## src/rtl/midi_pkg.sv

```systemverilog
// midi_pkg: shared constants and types for the MIDI gate front-end.
//   - status-nibble constants for the channel-voice messages
//   - thresholds separating realtime and system bytes
//   - running-status kind, parser state and receiver state enums
//   - classify_status(): maps a channel status byte to its running-status kind
package midi_pkg;

  localparam logic [3:0] ST_NOTE_OFF = 4'h8;
  localparam logic [3:0] ST_NOTE_ON  = 4'h9;
  localparam logic [3:0] ST_POLY_AT  = 4'hA;
  localparam logic [3:0] ST_CTRL     = 4'hB;
  localparam logic [3:0] ST_PROG     = 4'hC;
  localparam logic [3:0] ST_CHAN_AT  = 4'hD;
  localparam logic [3:0] ST_PITCH    = 4'hE;

  // Bytes at or above REALTIME_MIN are realtime; [SYSTEM_MIN, REALTIME_MIN) are system.
  localparam logic [7:0] REALTIME_MIN = 8'hF8;
  localparam logic [7:0] SYSTEM_MIN   = 8'hF0;

  typedef enum logic [2:0] {
    RS_NONE     = 3'd0,
    RS_NOTE_ON  = 3'd1,
    RS_NOTE_OFF = 3'd2,
    RS_SKIP2    = 3'd3,
    RS_SKIP1    = 3'd4
  } rs_kind_t;

  typedef enum logic {
    PS_IDLE = 1'b0,
    PS_D2   = 1'b1
  } parse_state_t;

  typedef enum logic [2:0] {
    RX_IDLE      = 3'd0,
    RX_START     = 3'd1,
    RX_DATA      = 3'd2,
    RX_STOP      = 3'd3,
    RX_WAIT_HIGH = 3'd4
  } rx_state_t;

  // Note messages on our channel are tracked; every other two-data-byte
  // message is skipped in pairs so its data bytes are never mistaken for notes.
  function automatic rs_kind_t classify_status(input logic [7:0] status,
                                               input logic [3:0] channel);
    rs_kind_t kind;
    case (status[7:4])
      ST_NOTE_ON: begin
        if (status[3:0] == channel) kind = RS_NOTE_ON;
        else                        kind = RS_SKIP2;
      end
      ST_NOTE_OFF: begin
        if (status[3:0] == channel) kind = RS_NOTE_OFF;
        else                        kind = RS_SKIP2;
      end
      ST_POLY_AT, ST_CTRL, ST_PITCH: kind = RS_SKIP2;
      ST_PROG, ST_CHAN_AT:           kind = RS_SKIP1;
      default:                       kind = RS_NONE;
    endcase
    return kind;
  endfunction

endpackage

```

## src/rtl/midi_gate_ctrl_if.sv

```systemverilog
// midi_gate_ctrl_if: groups the MIDI serial input and the note/gate outputs.
//   MIDI_RX    raw serial line (idle high)
//   GATE       note-held level for the envelope stage
//   NOTE       current note number
//   VELOCITY   velocity of the current note
//   NOTE_VALID one-cycle pulse when NOTE/VELOCITY load
//   FRAME_ERR  one-cycle pulse on a low stop bit
// master = the side driving the serial line; slave = midi_gate_ctrl.
interface midi_gate_ctrl_if;
  logic       MIDI_RX;
  logic       GATE;
  logic [6:0] NOTE;
  logic [6:0] VELOCITY;
  logic       NOTE_VALID;
  logic       FRAME_ERR;

  modport master (
    output MIDI_RX,
    input  GATE, NOTE, VELOCITY, NOTE_VALID, FRAME_ERR
  );

  modport slave (
    input  MIDI_RX,
    output GATE, NOTE, VELOCITY, NOTE_VALID, FRAME_ERR
  );
endinterface

```

## src/rtl/midi_uart_rx.sv

```systemverilog
// midi_uart_rx: 8N1 serial byte receiver for the MIDI line.
//   CLK        system clock
//   RST        synchronous active-high reset; aborts any byte in progress
//   rx_async   asynchronous serial input, idle high
//   byte_data  last received byte (stable while byte_valid is high)
//   byte_valid one-cycle strobe, the cycle after a good stop-bit sample
//   frame_err  one-cycle pulse, the cycle after a low stop-bit sample
module midi_uart_rx
  import midi_pkg::*;
#(
  parameter int CLK_HZ = 50_000_000,
  parameter int BAUD   = 31_250
) (
  input  logic       CLK,
  input  logic       RST,
  input  logic       rx_async,
  output logic [7:0] byte_data,
  output logic       byte_valid,
  output logic       frame_err
);

  localparam int BIT_CYCLES  = CLK_HZ / BAUD;
  localparam int HALF_CYCLES = BIT_CYCLES / 2;
  localparam int CNT_W       = $clog2(BIT_CYCLES + 1);

  logic             sync1_r, sync2_r, prev_r;
  logic             rx_s, fall_s;
  rx_state_t        state_r, state_n;
  logic [CNT_W-1:0] cnt_r, cnt_n;
  logic [2:0]       idx_r, idx_n;
  logic [7:0]       shift_r, shift_n;
  logic             strobe_r, strobe_n;
  logic             ferr_r, ferr_n;

  // Two-flop synchroniser plus one history flop for edge detection. Reset
  // to 0 so a line held low across reset cannot fake a start edge: the line
  // has to be seen high before the receiver arms.
  always_ff @(posedge CLK) begin
    if (RST) begin
      sync1_r <= 1'b0;
      sync2_r <= 1'b0;
      prev_r  <= 1'b0;
    end else begin
      sync1_r <= rx_async;
      sync2_r <= sync1_r;
      prev_r  <= sync2_r;
    end
  end

  assign rx_s   = sync2_r;
  assign fall_s = prev_r & ~sync2_r;

  // Receiver state, bit timer, shift register and strobe registers.
  always_ff @(posedge CLK) begin
    if (RST) begin
      state_r  <= RX_IDLE;
      cnt_r    <= '0;
      idx_r    <= 3'd0;
      shift_r  <= 8'h00;
      strobe_r <= 1'b0;
      ferr_r   <= 1'b0;
    end else begin
      state_r  <= state_n;
      cnt_r    <= cnt_n;
      idx_r    <= idx_n;
      shift_r  <= shift_n;
      strobe_r <= strobe_n;
      ferr_r   <= ferr_n;
    end
  end

  // Next-state logic: half a bit after the start edge we re-check the line,
  // then every full bit period lands on the middle of the next bit.
  always_comb begin
    state_n  = state_r;
    cnt_n    = cnt_r;
    idx_n    = idx_r;
    shift_n  = shift_r;
    strobe_n = 1'b0;
    ferr_n   = 1'b0;
    case (state_r)
      RX_IDLE: begin
        cnt_n = '0;
        idx_n = 3'd0;
        if (fall_s) state_n = RX_START;
        else        state_n = RX_IDLE;
      end
      RX_START: begin
        if (cnt_r == CNT_W'(HALF_CYCLES - 1)) begin
          cnt_n = '0;
          if (!rx_s) state_n = RX_DATA;
          else       state_n = RX_IDLE;
        end else begin
          cnt_n = cnt_r + CNT_W'(1);
        end
      end
      RX_DATA: begin
        if (cnt_r == CNT_W'(BIT_CYCLES - 1)) begin
          cnt_n   = '0;
          shift_n = {rx_s, shift_r[7:1]};
          if (idx_r == 3'd7) begin
            state_n = RX_STOP;
          end else begin
            idx_n = idx_r + 3'd1;
          end
        end else begin
          cnt_n = cnt_r + CNT_W'(1);
        end
      end
      RX_STOP: begin
        if (cnt_r == CNT_W'(BIT_CYCLES - 1)) begin
          cnt_n = '0;
          if (rx_s) begin
            strobe_n = 1'b1;
            state_n  = RX_IDLE;
          end else begin
            ferr_n  = 1'b1;
            state_n = RX_WAIT_HIGH;
          end
        end else begin
          cnt_n = cnt_r + CNT_W'(1);
        end
      end
      RX_WAIT_HIGH: begin
        if (rx_s) state_n = RX_IDLE;
        else      state_n = RX_WAIT_HIGH;
      end
      default: begin
        state_n = RX_IDLE;
      end
    endcase
  end

  assign byte_data  = shift_r;
  assign byte_valid = strobe_r;
  assign frame_err  = ferr_r;

endmodule

```

## src/rtl/midi_gate_ctrl.sv

```systemverilog
// midi_gate_ctrl: monophonic MIDI Note-On/Note-Off front-end.
//   CLK  system clock
//   RST  synchronous active-high reset
//   bus  midi_gate_ctrl_if.slave: MIDI_RX in; GATE, NOTE, VELOCITY,
//        NOTE_VALID, FRAME_ERR out (all outputs registered)
// Parameters: CLK_HZ, BAUD, CHANNEL (0-15), RETRIGGER (1 = one-cycle gate
// drop on a new note while the gate is held, 0 = legato).
module midi_gate_ctrl
  import midi_pkg::*;
#(
  parameter int CLK_HZ    = 50_000_000,
  parameter int BAUD      = 31_250,
  parameter int CHANNEL   = 0,
  parameter bit RETRIGGER = 1'b1
) (
  input logic             CLK,
  input logic             RST,
  midi_gate_ctrl_if.slave bus
);

  logic [7:0]   byte_data_s;
  logic         byte_valid_s;
  logic         frame_err_s;

  parse_state_t ps_r, ps_n;
  rs_kind_t     rs_r, rs_n;
  logic [6:0]   d1_r, d1_n;
  logic         gate_r, gate_n;
  logic [6:0]   note_r, note_n;
  logic [6:0]   vel_r, vel_n;
  logic         nv_r, nv_n;
  logic         pend_r, pend_n;

  midi_uart_rx #(
    .CLK_HZ (CLK_HZ),
    .BAUD   (BAUD)
  ) u_rx (
    .CLK        (CLK),
    .RST        (RST),
    .rx_async   (bus.MIDI_RX),
    .byte_data  (byte_data_s),
    .byte_valid (byte_valid_s),
    .frame_err  (frame_err_s)
  );

  // Parser state, running status and the registered note/gate outputs.
  always_ff @(posedge CLK) begin
    if (RST) begin
      ps_r   <= PS_IDLE;
      rs_r   <= RS_NONE;
      d1_r   <= 7'd0;
      gate_r <= 1'b0;
      note_r <= 7'd0;
      vel_r  <= 7'd0;
      nv_r   <= 1'b0;
      pend_r <= 1'b0;
    end else begin
      ps_r   <= ps_n;
      rs_r   <= rs_n;
      d1_r   <= d1_n;
      gate_r <= gate_n;
      note_r <= note_n;
      vel_r  <= vel_n;
      nv_r   <= nv_n;
      pend_r <= pend_n;
    end
  end

  // Byte classification, running-status parsing and note actions. pend_r
  // marks the cycle after a retrigger drop, when the gate comes back high.
  always_comb begin
    ps_n   = ps_r;
    rs_n   = rs_r;
    d1_n   = d1_r;
    gate_n = gate_r;
    note_n = note_r;
    vel_n  = vel_r;
    nv_n   = 1'b0;
    pend_n = 1'b0;

    if (pend_r) begin
      gate_n = 1'b1;
    end else begin
      gate_n = gate_r;
    end

    if (byte_valid_s) begin
      if (byte_data_s >= REALTIME_MIN) begin
        // Realtime bytes may appear anywhere and leave parsing untouched.
        ps_n = ps_r;
      end else if (byte_data_s >= SYSTEM_MIN) begin
        rs_n = RS_NONE;
        ps_n = PS_IDLE;
      end else if (byte_data_s[7]) begin
        rs_n = classify_status(byte_data_s, 4'(CHANNEL));
        ps_n = PS_IDLE;
      end else begin
        case (ps_r)
          PS_IDLE: begin
            case (rs_r)
              RS_NONE:  ps_n = PS_IDLE;
              RS_SKIP1: ps_n = PS_IDLE;
              default: begin
                d1_n = byte_data_s[6:0];
                ps_n = PS_D2;
              end
            endcase
          end
          PS_D2: begin
            ps_n = PS_IDLE;
            case (rs_r)
              RS_NOTE_ON: begin
                if (byte_data_s[6:0] != 7'd0) begin
                  note_n = d1_r;
                  vel_n  = byte_data_s[6:0];
                  nv_n   = 1'b1;
                  if (gate_r && RETRIGGER) begin
                    gate_n = 1'b0;
                    pend_n = 1'b1;
                  end else begin
                    gate_n = 1'b1;
                  end
                end else if (gate_r && (d1_r == note_r)) begin
                  gate_n = 1'b0;
                end else begin
                  gate_n = gate_r;
                end
              end
              RS_NOTE_OFF: begin
                if (gate_r && (d1_r == note_r)) begin
                  gate_n = 1'b0;
                end else begin
                  gate_n = gate_r;
                end
              end
              default: begin
                ps_n = PS_IDLE;
              end
            endcase
          end
          default: begin
            ps_n = PS_IDLE;
          end
        endcase
      end
    end else begin
      ps_n = ps_r;
    end
  end

  assign bus.GATE       = gate_r;
  assign bus.NOTE       = note_r;
  assign bus.VELOCITY   = vel_r;
  assign bus.NOTE_VALID = nv_r;
  assign bus.FRAME_ERR  = frame_err_s;

endmodule

```

## src/flat_wrapper.sv

```systemverilog
// flat-port wrapper written by rule: the top's interface ports become plain ports
module midi_gate_ctrl_flat import midi_pkg::*;
#(
  parameter int CLK_HZ    = 50_000_000,
  parameter int BAUD      = 31_250,
  parameter int CHANNEL   = 0,
  parameter bit RETRIGGER = 1'b1
)
  (CLK, RST, bus_MIDI_RX, bus_GATE, bus_NOTE, bus_VELOCITY, bus_NOTE_VALID, bus_FRAME_ERR);
  midi_gate_ctrl_if bus_i ();
  input logic CLK;
  input logic RST;
  input wire logic [$bits(bus_i.MIDI_RX)-1:0] bus_MIDI_RX;
  output wire logic [$bits(bus_i.GATE)-1:0] bus_GATE;
  output wire logic [$bits(bus_i.NOTE)-1:0] bus_NOTE;
  output wire logic [$bits(bus_i.VELOCITY)-1:0] bus_VELOCITY;
  output wire logic [$bits(bus_i.NOTE_VALID)-1:0] bus_NOTE_VALID;
  output wire logic [$bits(bus_i.FRAME_ERR)-1:0] bus_FRAME_ERR;
  assign bus_i.MIDI_RX = bus_MIDI_RX;
  assign bus_GATE = bus_i.GATE;
  assign bus_NOTE = bus_i.NOTE;
  assign bus_VELOCITY = bus_i.VELOCITY;
  assign bus_NOTE_VALID = bus_i.NOTE_VALID;
  assign bus_FRAME_ERR = bus_i.FRAME_ERR;
  midi_gate_ctrl #(.CLK_HZ(CLK_HZ), .BAUD(BAUD), .CHANNEL(CHANNEL), .RETRIGGER(RETRIGGER)) u_core (.CLK(CLK), .RST(RST), .bus(bus_i));
endmodule
```

## config.mk

```make
export PLATFORM = sky130hd
export DESIGN_NAME = midi_gate_ctrl_flat
export DESIGN_NICKNAME = d
export VERILOG_FILES = /design/src/rtl/midi_pkg.sv /design/src/rtl/midi_gate_ctrl_if.sv /design/src/rtl/midi_uart_rx.sv /design/src/rtl/midi_gate_ctrl.sv /design/src/flat_wrapper.sv
export SDC_FILE = /design/constraint.sdc
export NUM_CORES = 1
export LEC_CHECK = 0
export BUFFER_PORTS_ARGS = -buffer_cell sky130_fd_sc_hd__buf_2
export CORE_ASPECT_RATIO = 1.5
export CORE_MARGIN = 1
export CORE_UTILIZATION = 38
export CTS_CLUSTER_DIAMETER = 50
export CTS_CLUSTER_SIZE = 40
export DETAILED_ROUTE_END_ITERATION = 8
export GPL_ROUTABILITY_DRIVEN = 0
export SLEW_MARGIN = 20
export SYNTH_ARGS = -nofsm -noshare
export SYNTH_HDL_FRONTEND = slang
export SYNTH_HIERARCHICAL = 1
export SYNTH_SLANG_ARGS = --single-unit
export TNS_END_PERCENT = 5
```

## constraint.sdc

```tcl
create_clock -name CLK -period 4.2 [get_ports CLK]
set_input_delay 0.84 -clock CLK [delete_from_list [all_inputs] [get_ports CLK]]
set_output_delay 0.84 -clock CLK [all_outputs]
set_load 0.005 [all_outputs]
```

==> results of run 1 <==
==> report_power, final <==
group          internal, mW  switching [mW]
logic               0.00394          0.0127
registers             0.552         0.00151
clock network         0.348           0.216
==> final cells by class <==
type / instances / area, um2
clock buffers: 11 / 141
clock inverters: 5 / 77.6
fillers: 638 / 3640
inverters: 8 / 30.0
multi-input cells: 191 / 1340
flip-flops and latches: 58 / 1160
well taps: 76 / 95.1
repair buffers: 19 / 95.1
==> stage by stage <==
| stage | cells | power [mW] | utilization [%] |
|---|---|---|---|
| 2_1_floorplan | 272 | 0.580 | - |
| 3_3_place_gp | 352 | 0.582 | 41.3 |
| 3_5_place_dp | 352 | 0.582 | 41.3 |
| 4_1_cts | 368 | 1.15 | 44.7 |
| 5_1_grt | 368 | 1.18 | 44.7 |
| 6_report | 368 | 1.13 | 44.7 |
==> metal layers <==
layer  GRT usage, %  wire [um]
met1           16.4       2240
met2           25.0       2520
met3           4.09        135
met4           8.71        100
met5              0          0
==> registers in the layout (all words and copies together), names as in the netlist, 3 cells and up <==
| register | count |
|---|---|
| u_core/u_rx/state_r | 3 |
| u_core/rs_r | 3 |
| u_core/u_rx/cnt_r | 11 |
| u_core/u_rx/idx_r | 3 |
| u_core/u_rx/byte_data | 8 |
| u_core/bus.VELOCITY | 7 |
| u_core/bus.NOTE | 7 |
| u_core/d1_r | 7 |
==> path summary, 6_finish.rpt <==
path,start,to,slack [ps]
worst max-delay path,u_core/u_rx/cnt_r[0]$_SDFFE_PP0P_,u_core/u_rx/idx_r[0]$_SDFFE_PP0P_,1680
worst min-delay path,u_core/u_rx/sync1_r$_SDFF_PP0_,u_core/u_rx/rx_s$_SDFF_PP0_,430
worst max register to register,u_core/u_rx/cnt_r[0]$_SDFFE_PP0P_,u_core/u_rx/idx_r[0]$_SDFFE_PP0P_,1680
worst min register to register,u_core/u_rx/sync1_r$_SDFF_PP0_,u_core/u_rx/rx_s$_SDFF_PP0_,430
==> Yosys cell counts (all sizes together), types with 2 or more instances <==
library cell and n:
a211o 6, a211oi 2, a21oi 9, a22o 2, a22oi 2, a311oi 2
a31oi 2, and2 2, and3 3, buf 5, clkbuf 10, dfxtp 58
ha 3, inv 8, mux2i 30, nand2 14, nand2b 2, nand3 5
nand4 4, nand4b 3, nor2 39, nor2b 6, nor3 9, nor3b 3
nor4 6, o21ai 4, o31ai 5, o41ai 2, or2 2, or3 2
xor2 7
==> worst max-delay path: cells and delay by family, from the launching register on <==
family / cells / cell delay [ps]
AND/OR/NAND/NOR: 4 / 1650
adder cells (fa/ha/maj): 1 / 250
multiplexers: 1 / 200
flip-flops: 1 / 380
==> cell families (layout without fill, tap and decap cells) <==
logic type | Yosys count | count (layout) | synth area share (%)
flip-flops | 58 | 58 | 44.4
XOR/XNOR | 8 | 8 | 2.68
multiplexers | 31 | 31 | 11.9
AO/OA/AOI/OAI | 43 | 43 | 12.9
AND/OR/NAND/NOR | 106 | 106 | 22.2
buffers and inverters | 23 | 43 | 4.40
adder cells (fa/ha/maj) | 3 | 3 | 1.44
==> impl_results.md, run 1 <==
- Result of the run: finished, final reports clean
- Cell at the slowest stage of the critical path: nand3_1
- Slew of the pin with the lowest slew margin: 1010 ps
- DRC Markers: 0
- Initial detailed-routing violation count: 81
- Total GRT Usage: 14.8%
- Number of different library cells in the post-synthesis netlist: 55
- Per-instance average area after synthesis: 9.61 um2
- Number of antenna violations at the first check in global routing: 0
- Clock latency of the later-clocked register in the worst-skew pair: 330 ps
- Number of port buffers: 19
- Count of cells along the worst hold path: 1
- Area share of the largest cell type after synthesis: 44.4%
- Vias per cell: 5.34
- Critical path class: reg -> reg
- Placeable core area: 6580 um2
- Top library cells by usage in the layout, fill and taps aside: 58 x dfxtp_1, 39 x nor2_1, 30 x mux2i_1, 19 x buf_2, 14 x nand2_1
- Die Span X: 69.7 um
- Post-route clock skew: 7.06 ps
- Final net count: 293
- H-tree depth reported by CTS: 3
- Detailed placer's ending HPWL: 3310 um
- Share of synthesized area occupied by flip-flops and latches: 44.4%
- Number of global-route vias before repair: 1827
- Flop and latch count out of synthesis: 58
- Commonest non-fill, non-tap cell in the layout: dfxtp_1
- Capturing element type of the critical path: register
- Setup repair after global routing missed its margin: false
- Largest incremental delay on the critical path: 580 ps
- Max Buffers Root-to-Sink: 2
- Total leakage power: 1.21 nW
- Antenna diodes: 0
- Worst endpoint data arrival time: 2790 ps
- Post-Syn Nets: 278
- Cell type contributing the most total cell area after synthesis: dfxtp_1
- Minimum setup slack in the final design: 1680 ps
- Setup violations, final: 0
- Worst IR Drop VDD: 170 uV
- Routed wire length: 4990 um
- Quantity of hold-fixing buffers added after cts: 0
- Max-slew headroom at the worst pin: 32.5%
- Global route overflow: 0
- Count of final hold-check violations: 0
- Avg WL per Cell: 13.6 um
- Total number of yosys warnings: 6
- Final max-slew violation count: 0
- Gate Count Post-Synth: 272
- Post-cts resize count: 0
- Post-Place Setup Slack: 1490 ps
- Number of enable flip-flop cells after synthesis: 0
- Final design instance area without fill: 2940 um2
- Post-Syn Area: 2610 um2
- Total CTS buffers: 9
- Worst hold-check slack: 434 ps
- Layout cell share with drive strength beyond 1: 15.4%
- Buffer type at the clock tree root: clkbuf_8
- Max frequency: 0.397 GHz
- Placed standard-cell area: 2720 um2
- Initial standard-cell utilization of the core: 39.7%
- Most instantiated flip-flop cell in the synthesis netlist: dfxtp_1
- Vertical die dimension: 104 um
- Clock-pin transition on the worst setup and hold timing paths: 60 ps
- # rows: 36
- Path type of the worst min-delay path: reg -> reg
- Maximum number of pins on one net before global-route repair: 56
- Max-capacitance violation count: 0
- Via count: 1964
- Detailed Routing Iterations Pass 1: 4
- Number of primary I/O pins: 20
- Setup Buffers After CTS: 0
- Wire length of the first global-routing pass: 8450 um
- Overall die area: 7220 um2
- Setup TNS: 0 ps
- Sequence of cells on the critical path: ha_1 > nand4_1 > nor4_1 > nand3_1 > nor3_2 > mux2_2
- Number of cell instances on the worst register-to-register path: 6
- Final worst path period need: 2520 ps
- Area growth from synthesis to final layout: 12.4%
- Synth area leaders: dfxtp_1 44%, mux2i_1 11%, nor2_1 5.6%
- Clock tree from TritonCTS: yes
- Required time at the endpoint of the critical path: 4480 ps
- Critical-path maximum fanout: 9
- Type of element launching the critical path: register
- Post-DRT Antenna Nets: 0
- Power Dens Cells: 386 nW/um2
- Fraction of synthesis flops using an asynchronous set or reset pin: 0%
- TritonCTS Sinks: 58
- Final critical-path share of the clock period: 60.0%
Note: power is estimated with default switching activity, not from simulation.
==> run 2: changes to the inputs <==
==> constraint.sdc (replaced) <==
create_clock -name CLK -period 2.06 [get_ports CLK]
set_input_delay 0.412 -clock CLK [delete_from_list [all_inputs] [get_ports CLK]]
set_output_delay 0.412 -clock CLK [all_outputs]
set_load 0.005 [all_outputs]
==> run 2 against run 1 <==
Sequential power up 100%. Sequential cell count unchanged. Critical endpoint is now u_core/u_rx/cnt_r[6]$_SDFFE_PP0P_. Hold slack worse by 150 ps. Combinational power is 140% higher. Core utilization up 2.3 points. Worst setup slack lost 1600 ps. Cell area is 5.2% higher. Cell count rose by 3.5%.
==> impl_results.md, run 2 (synthesis gave the netlist of run 1 again) <==
- Result of the run: finished, final reports clean
- Final-layout fill cell count: 626 (-1.9%)
- # rows: 36 (unchanged)
- Placeable core area: 6580 um2 (unchanged)
- Path type of the worst min-delay path: in -> reg
- Clock tree from TritonCTS: yes
- H-tree depth reported by CTS: 3 (unchanged)
- Hold endpoint: u_core/u_rx/sync1_r$_SDFF_PP0_
- Cell at the slowest stage of the critical path: or4_4
- Total GRT Usage: 15.7% (+0.88 points)
- Number of primary I/O pins: 20 (unchanged)
- Worst hold-check slack: 285 ps (-149 ps)
- Area growth from synthesis to final layout: 18.2%
- Slew of the pin with the lowest slew margin: 559 ps (-450 ps)
- Register ranked first by flip-flop count: u_core/u_rx/cnt_r
- Final critical-path share of the clock period: 94.2% (+34 points)
- Post-route clock skew: 5.02 ps (-2.05 ps)
- Setup repair after global routing missed its margin: false
- Hold path startpoint: bus_MIDI_RX
- Critical-path maximum fanout: 7 (-2)
- Max frequency: 0.516 GHz (+30%)
- Number of cell instances on the worst register-to-register path: 7 (+1)
- Slack of the worst reg-to-reg path: 120 ps (-1560 ps)
- Overall power consumption: 2.48 mW (+120%)
- Total CTS buffers: 9 (unchanged)
- Pint: 2.00 mW (+120%)
- Avg WL per Cell: 14.0 um (+3.3%)
- TritonCTS Sinks: 58 (unchanged)
- Detailed placer's ending HPWL: 3590 um (+8.3%)
- Setup Buffers After CTS: 0 (unchanged)
- Sw Pwr: 0.482 mW (+110%)
- Total leakage power: 1.29 nW (+7.3%)
- Top library cells by usage in the layout, fill and taps aside: 56 x dfxtp_1, 39 x nor2_1, 30 x mux2i_1, 19 x buf_2, 14 x nand2_1
- Detailed Routing Iterations Pass 1: 4 (unchanged)
- Initial detailed-routing violation count: 125 (+54%)
- Count of cells along the worst hold path: 2 (+1)
- Startpoint of the most critical register-to-register path: u_core/u_rx/cnt_r[0]$_SDFFE_PP0P_
- Power Dens Cells: 804 nW/um2 (+110%)
- Antenna diodes: 0 (unchanged)
- Setup violations, final: 0 (unchanged)
- Number of antenna violations at the first check in global routing: 0 (unchanged)
- Commonest non-fill, non-tap cell in the layout: dfxtp_1
- Via count: 2030 (+3.4%)
- Final worst path period need: 1940 ps (-579 ps)
- Max Buffers Root-to-Sink: 2 (unchanged)
- Proportion of power drawn by flip-flops and latches: 45.4% (-3.4 points)
- Buffer type at the clock tree root: clkbuf_8
- Capturing element type of the critical path: register
- Capture point of the worst reg-to-reg path: u_core/u_rx/cnt_r[6]$_SDFFE_PP0P_
- Number of flip-flops in the largest register: 11 (unchanged)
- Max-slew headroom at the worst pin: 62.7% (+30 points)
- Worst endpoint data arrival time: 2170 ps (-620 ps)
- Count of final hold-check violations: 0 (unchanged)
- Die Span X: 69.7 um (unchanged)
- Initial standard-cell utilization of the core: 39.7% (unchanged)
- Number of global-route vias before repair: 1949 (+6.7%)
- DRC Markers: 0 (unchanged)
- Combinational power share: 1.6% (about the same)
- Vias per cell: 5.33 (-0.17%)
- Number of port buffers: 19 (unchanged)
- Largest incremental delay on the critical path: 520 ps (-60 ps)
- Required time at the endpoint of the critical path: 2290 ps (-2190 ps)
- Max-capacitance violation count: 0 (unchanged)
- Wire length of the first global-routing pass: 8980 um (+6.4%)
- Routed wire length: 5340 um (+7.0%)
- Post-DRT Antenna Nets: 0 (unchanged)
- Sequence of cells on the critical path: ha_4 > nand4_1 > or4_4 > a22oi_4 > buf_6 > nor4_1 > a211o_1
- Global route overflow: 0 (unchanged)
- Clock-pin transition on the worst setup and hold timing paths: 70 ps (about the same)
- Maximum number of pins on one net before global-route repair: 44 (-21%)
- Critical path class: reg -> reg
- Clock latency of the later-clocked register in the worst-skew pair: 330 ps (about the same)
- Worst IR Drop VDD: 390 uV (+130%)
- Overall die area: 7220 um2 (unchanged)
- Switching power share of the total: 19.4% (-0.89 points)
- Layout cell share with drive strength beyond 1: 20.3% (+4.9 points)
- Final max-slew violation count: 0 (unchanged)
- Part of the total power dissipated in the clock network: 53.0% (+3.2 points)
- Final net count: 306 (+4.4%)
- Type of element launching the critical path: register
- Vertical die dimension: 104 um (unchanged)
## run 2: cell count changes in the layout (fill, tap and decap cells not counted)
cell        change
buf_4          +11
buf_6           +2
dfxtp_1         -2
dfxtp_2         +2
bufinv_16       +1
clkbuf_1        -1
clkbuf_8        +1
clkinvlp_4      -1
ha_1            -1
ha_4            +1
## run 2: worst max path at each step
stage	slack, ps	cells past startpoint	endpoint	startpoint
6_report	120	7	u_core/u_rx/cnt_r[6]$_SDFFE_PP0P_	u_core/u_rx/cnt_r[0]$_SDFFE_PP0P_
3_3_place_gp	40	7	u_core/u_rx/cnt_r[3]$_SDFFE_PP0P_	u_core/u_rx/cnt_r[0]$_SDFFE_PP0P_
5_1_grt	20	7	u_core/u_rx/cnt_r[6]$_SDFFE_PP0P_	u_core/u_rx/cnt_r[0]$_SDFFE_PP0P_
2_1_floorplan	90	7	u_core/u_rx/cnt_r[6]$_SDFFE_PP0P_	u_core/u_rx/cnt_r[0]$_SDFFE_PP0P_
3_5_place_dp	-3	7	u_core/u_rx/cnt_r[6]$_SDFFE_PP0P_	u_core/u_rx/cnt_r[0]$_SDFFE_PP0P_
4_1_cts	20	7	u_core/u_rx/cnt_r[6]$_SDFFE_PP0P_	u_core/u_rx/cnt_r[0]$_SDFFE_PP0P_
## run 2: timing repair
item | 4_1_cts | 5_1_grt
endpoints found under the setup margin | 2 | 8
hold buffers | 0 | 0
resized for setup | 1 | 5
pin swaps | 0 | 1
hold endpoints to repair | 0 | 0
## run 2: power groups by stage
stage,clock [mW],combinational (mW),sequential (mW)
after floorplan,0,0.0305,1.15
after global placement,0,0.0392,1.15
after detailed placement,0,0.0386,1.15
after CTS,1.35,0.0391,1.13
after global routing,1.40,0.0445,1.13
final,1.32,0.0401,1.13
## run 2: area by class of cell
type / count / area, um2 / share of cell area [%]
well taps: 76 / 95.1 / 3.08
clock inverters: 5 / 100 / 3.24
inverters: 8 / 30.0 / 0.972
repair buffers: 32 / 200 / 6.48
flip-flops and latches: 58 / 1160 / 37.7
clock buffers: 11 / 151 / 4.90
multi-input cells: 191 / 1350 / 43.7
## run 2: critical path, delay by kind of cell (launching register included)
family	cells	cell delay, ps
fa+ha+maj	1	160
flops	1	360
buf+inv	1	150
compound gates	2	470
simple gates	3	690
## run 2: per-stage QoR
stage          setup TNS (ps)  setup WS (ps)  util (%)  std cells  area (um2)
2_1_floorplan               0           90.8         -        272        2610
3_3_place_gp                0           37.5      42.8        365        2820
3_5_place_dp            -2.66          -2.66      42.8        365        2820
4_1_cts                     0           21.7      46.7        381        3070
5_1_grt                     0           15.8      47.0        381        3090
6_report                    0            120      47.0        381        3090
## run 2: routing by layer
metal	wire length, um	vias up	share of wire [%]	track usage, %
met5	0	-	0	0
met4	122	0	2.3	8.57
met3	135	11	2.5	4.09
met2	2810	30	53	26.3
met1	2270	961	43	17.9
li1	-	1028	-	-
==> run 3: changes to the inputs <==
--- a/config.mk
+++ b/config.mk
@@ -5,13 +5,14 @@
 export SDC_FILE = /design/constraint.sdc
 export NUM_CORES = 1
 export LEC_CHECK = 0
-export BUFFER_PORTS_ARGS = -buffer_cell sky130_fd_sc_hd__buf_2
 export CORE_ASPECT_RATIO = 1.5
 export CORE_MARGIN = 1
 export CORE_UTILIZATION = 38
+export CTS_BUF_LIST = sky130_fd_sc_hd__clkbuf_8
 export CTS_CLUSTER_DIAMETER = 50
 export CTS_CLUSTER_SIZE = 40
 export DETAILED_ROUTE_END_ITERATION = 8
+export DONT_BUFFER_PORTS = 1
 export GPL_ROUTABILITY_DRIVEN = 0
 export SLEW_MARGIN = 20
 export SYNTH_ARGS = -nofsm -noshare
==> run 3 against run 2 <==
Highest routed layer unchanged. Maximum frequency down 1.6%. Non-clock buffer count down 14. First-iteration DRC count down 9.6%.
==> impl_results.md, run 3 (synthesis gave the netlist of run 1 again) <==
- Post-DRT Antenna Nets: 0 (unchanged)
- Routed wire length: 5110 um (-4.4%)
- Total CTS buffers: 9 (unchanged)
- Power Dens Cells: 770 nW/um2 (-4.2%)
- Critical path class: reg -> reg
- Clock-pin transition on the worst setup and hold timing paths: 60 ps (about the same)
- Number of flip-flops in the largest register: 11 (unchanged)
- DRC Markers: 0 (unchanged)
- Flip-flop and latch area: 1160 um2 (-0.11%)
- Initial detailed-routing violation count: 113 (-9.6%)
- Highest routed layer: met4
- Final net count: 292 (-4.6%)
- Max frequency: 0.507 GHz (-1.6%)
- Worst endpoint data arrival time: 2200 ps (+30 ps)
- Critical-path maximum fanout: 9 (+2)
- Worst IR Drop VDD: 312 uV (-20%)
- Number of primary I/O pins: 20 (unchanged)
- Cell at the slowest stage of the critical path: or4_4
- Largest incremental delay on the critical path: 520 ps (about the same)
- Max Buffers Root-to-Sink: 2 (unchanged)
- Routed length on met3: 180 um (+33%)
- Total leakage power: 1.20 nW (-7.2%)
- Vias per cell: 5.35 (+0.49%)
- Initial standard-cell utilization of the core: 39.7% (unchanged)
- Switching power share of the total: 20.1% (+0.71 points)
- Die Span X: 69.7 um (unchanged)
- TritonCTS Sinks: 58 (unchanged)
- Vertical die dimension: 104 um (unchanged)
- Commonest non-fill, non-tap cell in the layout: dfxtp_1
- Setup Buffers After CTS: 0 (unchanged)
- Final worst path period need: 1970 ps (+31.7 ps)
- Detailed placer's ending HPWL: 3450 um (-3.8%)
- Final design utilization: 45.5% (-1.5 points)
- Proportion of power drawn by flip-flops and latches: 49.0% (+3.6 points)
- Antenna diodes: 0 (unchanged)
- Top library cells by usage in the layout, fill and taps aside: 57 x dfxtp_1, 39 x nor2_1, 30 x mux2i_1, 16 x buf_4, 14 x nand2_1
- Part of the total power dissipated in the clock network: 50.1% (-2.9 points)
- Final critical-path share of the clock period: 95.7% (+1.5 points)
- Post-route clock skew: 7.22 ps (+2.21 ps)
- Global route overflow: 0 (unchanged)
- Area growth from synthesis to final layout: 14.4%
- # rows: 36 (unchanged)
- Setup TNS: 0 ps (unchanged)
- Final max-slew violation count: 0 (unchanged)
- Pint: 1.84 mW (-8.1%)
- Register ranked first by flip-flop count: u_core/u_rx/cnt_r
- Overall die area: 7220 um2 (unchanged)
- Multi-input gate area in the final layout: 1340 um2 (-0.74%)
- Slew of the pin with the lowest slew margin: 572 ps (+12.3 ps)
- Capturing element type of the critical path: register
- Placeable core area: 6580 um2 (unchanged)
- Final-layout fill cell count: 646 (+3.2%)
- Max-slew headroom at the worst pin: 61.9% (-0.82 points)
- Buffer type at the clock tree root: clkbuf_8
- Required time at the endpoint of the critical path: 2290 ps (about the same)
- Number of antenna violations at the first check in global routing: 0 (unchanged)
- Detailed Routing Iterations Pass 1: 4 (unchanged)
- Avg WL per Cell: 13.9 um (-0.71%)
- Routed length on met1: 2190 um (-3.7%)
- Result of the run: finished, final reports clean
- Sw Pwr: 0.463 mW (-4.0%)
- Clock latency of the later-clocked register in the worst-skew pair: 340 ps (about the same)
- Maximum number of pins on one net before global-route repair: 56 (+27%)
- Count of final hold-check violations: 0 (unchanged)
- Number of port buffers: 0 (-19)
- Met2 wire length: 2600 um (-7.7%)
- Type of element launching the critical path: register
- Setup repair after global routing missed its margin: false
- Number of global-route vias before repair: 1810 (-7.1%)
- Combinational power share: 0.9% (-0.7 points)
- Clock tree from TritonCTS: yes
- Layout cell share with drive strength beyond 1: 15.8% (-4.5 points)
- Total GRT Usage: 15.1% (-0.56 points)
- H-tree depth reported by CTS: 3 (unchanged)
- Via count: 1965 (-3.2%)
- Sequence of cells on the critical path: ha_2 > nand4_1 > or4_4 > a22oi_4 > buf_6 > nor4_1 > a211o_1
- Path type of the worst min-delay path: in -> reg
- Max-capacitance violation count: 0 (unchanged)
- Wire length of the first global-routing pass: 8550 um (-4.8%)
- Setup violations, final: 0 (unchanged)
-- run 3: metal layers --
layer / track usage [%] / vias up
met4: 9.57 / 0
met1: 16.9 / 909
li1: - / 1002
met2: 24.7 / 38
met5: 0 / -
met3: 4.57 / 16
-- run 3: cell type report --
type / count / area share [%]
multi-input combinational: 191 / 44.8
sequential: 58 / 38.9
timing repair buffer: 18 / 4.77
clock buffer: 10 / 4.60
tap: 76 / 3.18
clock inverter: 6 / 2.72
inverter: 8 / 1.00
-- run 3: power groups by stage --
stage	Clock [mW]	Sequential [mW]	Combinational, mW
final	1.15	1.13	0.0203
after global routing	1.24	1.13	0.0223
after CTS	1.18	1.13	0.0195
after detailed placement	0	1.15	0.0195
after global placement	0	1.15	0.0192
after floorplan	0	1.15	0.0305
-- run 3: stage by stage --
step	std cells	setup WS, ps	hold slack (ps)	total power [mW]	instance area, um2
floorplan	272	90.8	414	1.18	2610
global placement	351	88.4	431	1.17	2760
detailed placement	351	38.2	437	1.17	2760
CTS	367	41.7	126	2.33	2980
global route	367	3.22	133	2.39	2990
finish	367	88.8	143	2.30	2990
-- run 3: timing repair --
| item | CTS | global route |
|---|---|---|
| hold buffers | 0 | 0 |
| endpoints found under the setup margin | 0 | 7 |
| resized for setup | 0 | 4 |
-- run 3: path summary, 6_finish.rpt --
path,slack (ps),from,depth (start not counted),to
setup reg to reg,90,u_core/u_rx/cnt_r[1]$_SDFFE_PP0P_,7,u_core/u_rx/cnt_r[3]$_SDFFE_PP0P_
setup / recovery,90,u_core/u_rx/cnt_r[1]$_SDFFE_PP0P_,7,u_core/u_rx/cnt_r[3]$_SDFFE_PP0P_
hold / removal,140,RST,1,u_core/u_rx/prev_r$_SDFF_PP0_
hold reg to reg,450,u_core/u_rx/sync1_r$_SDFF_PP0_,1,u_core/u_rx/rx_s$_SDFF_PP0_
-- run 3: worst max-delay path: cells and delay by family (launching register included) --
family / cells / cell delay (ps)
buf+inv: 1 / 160
flops: 1 / 340
simple gates: 3 / 700
compound gates: 2 / 470
fa+ha+maj: 1 / 190
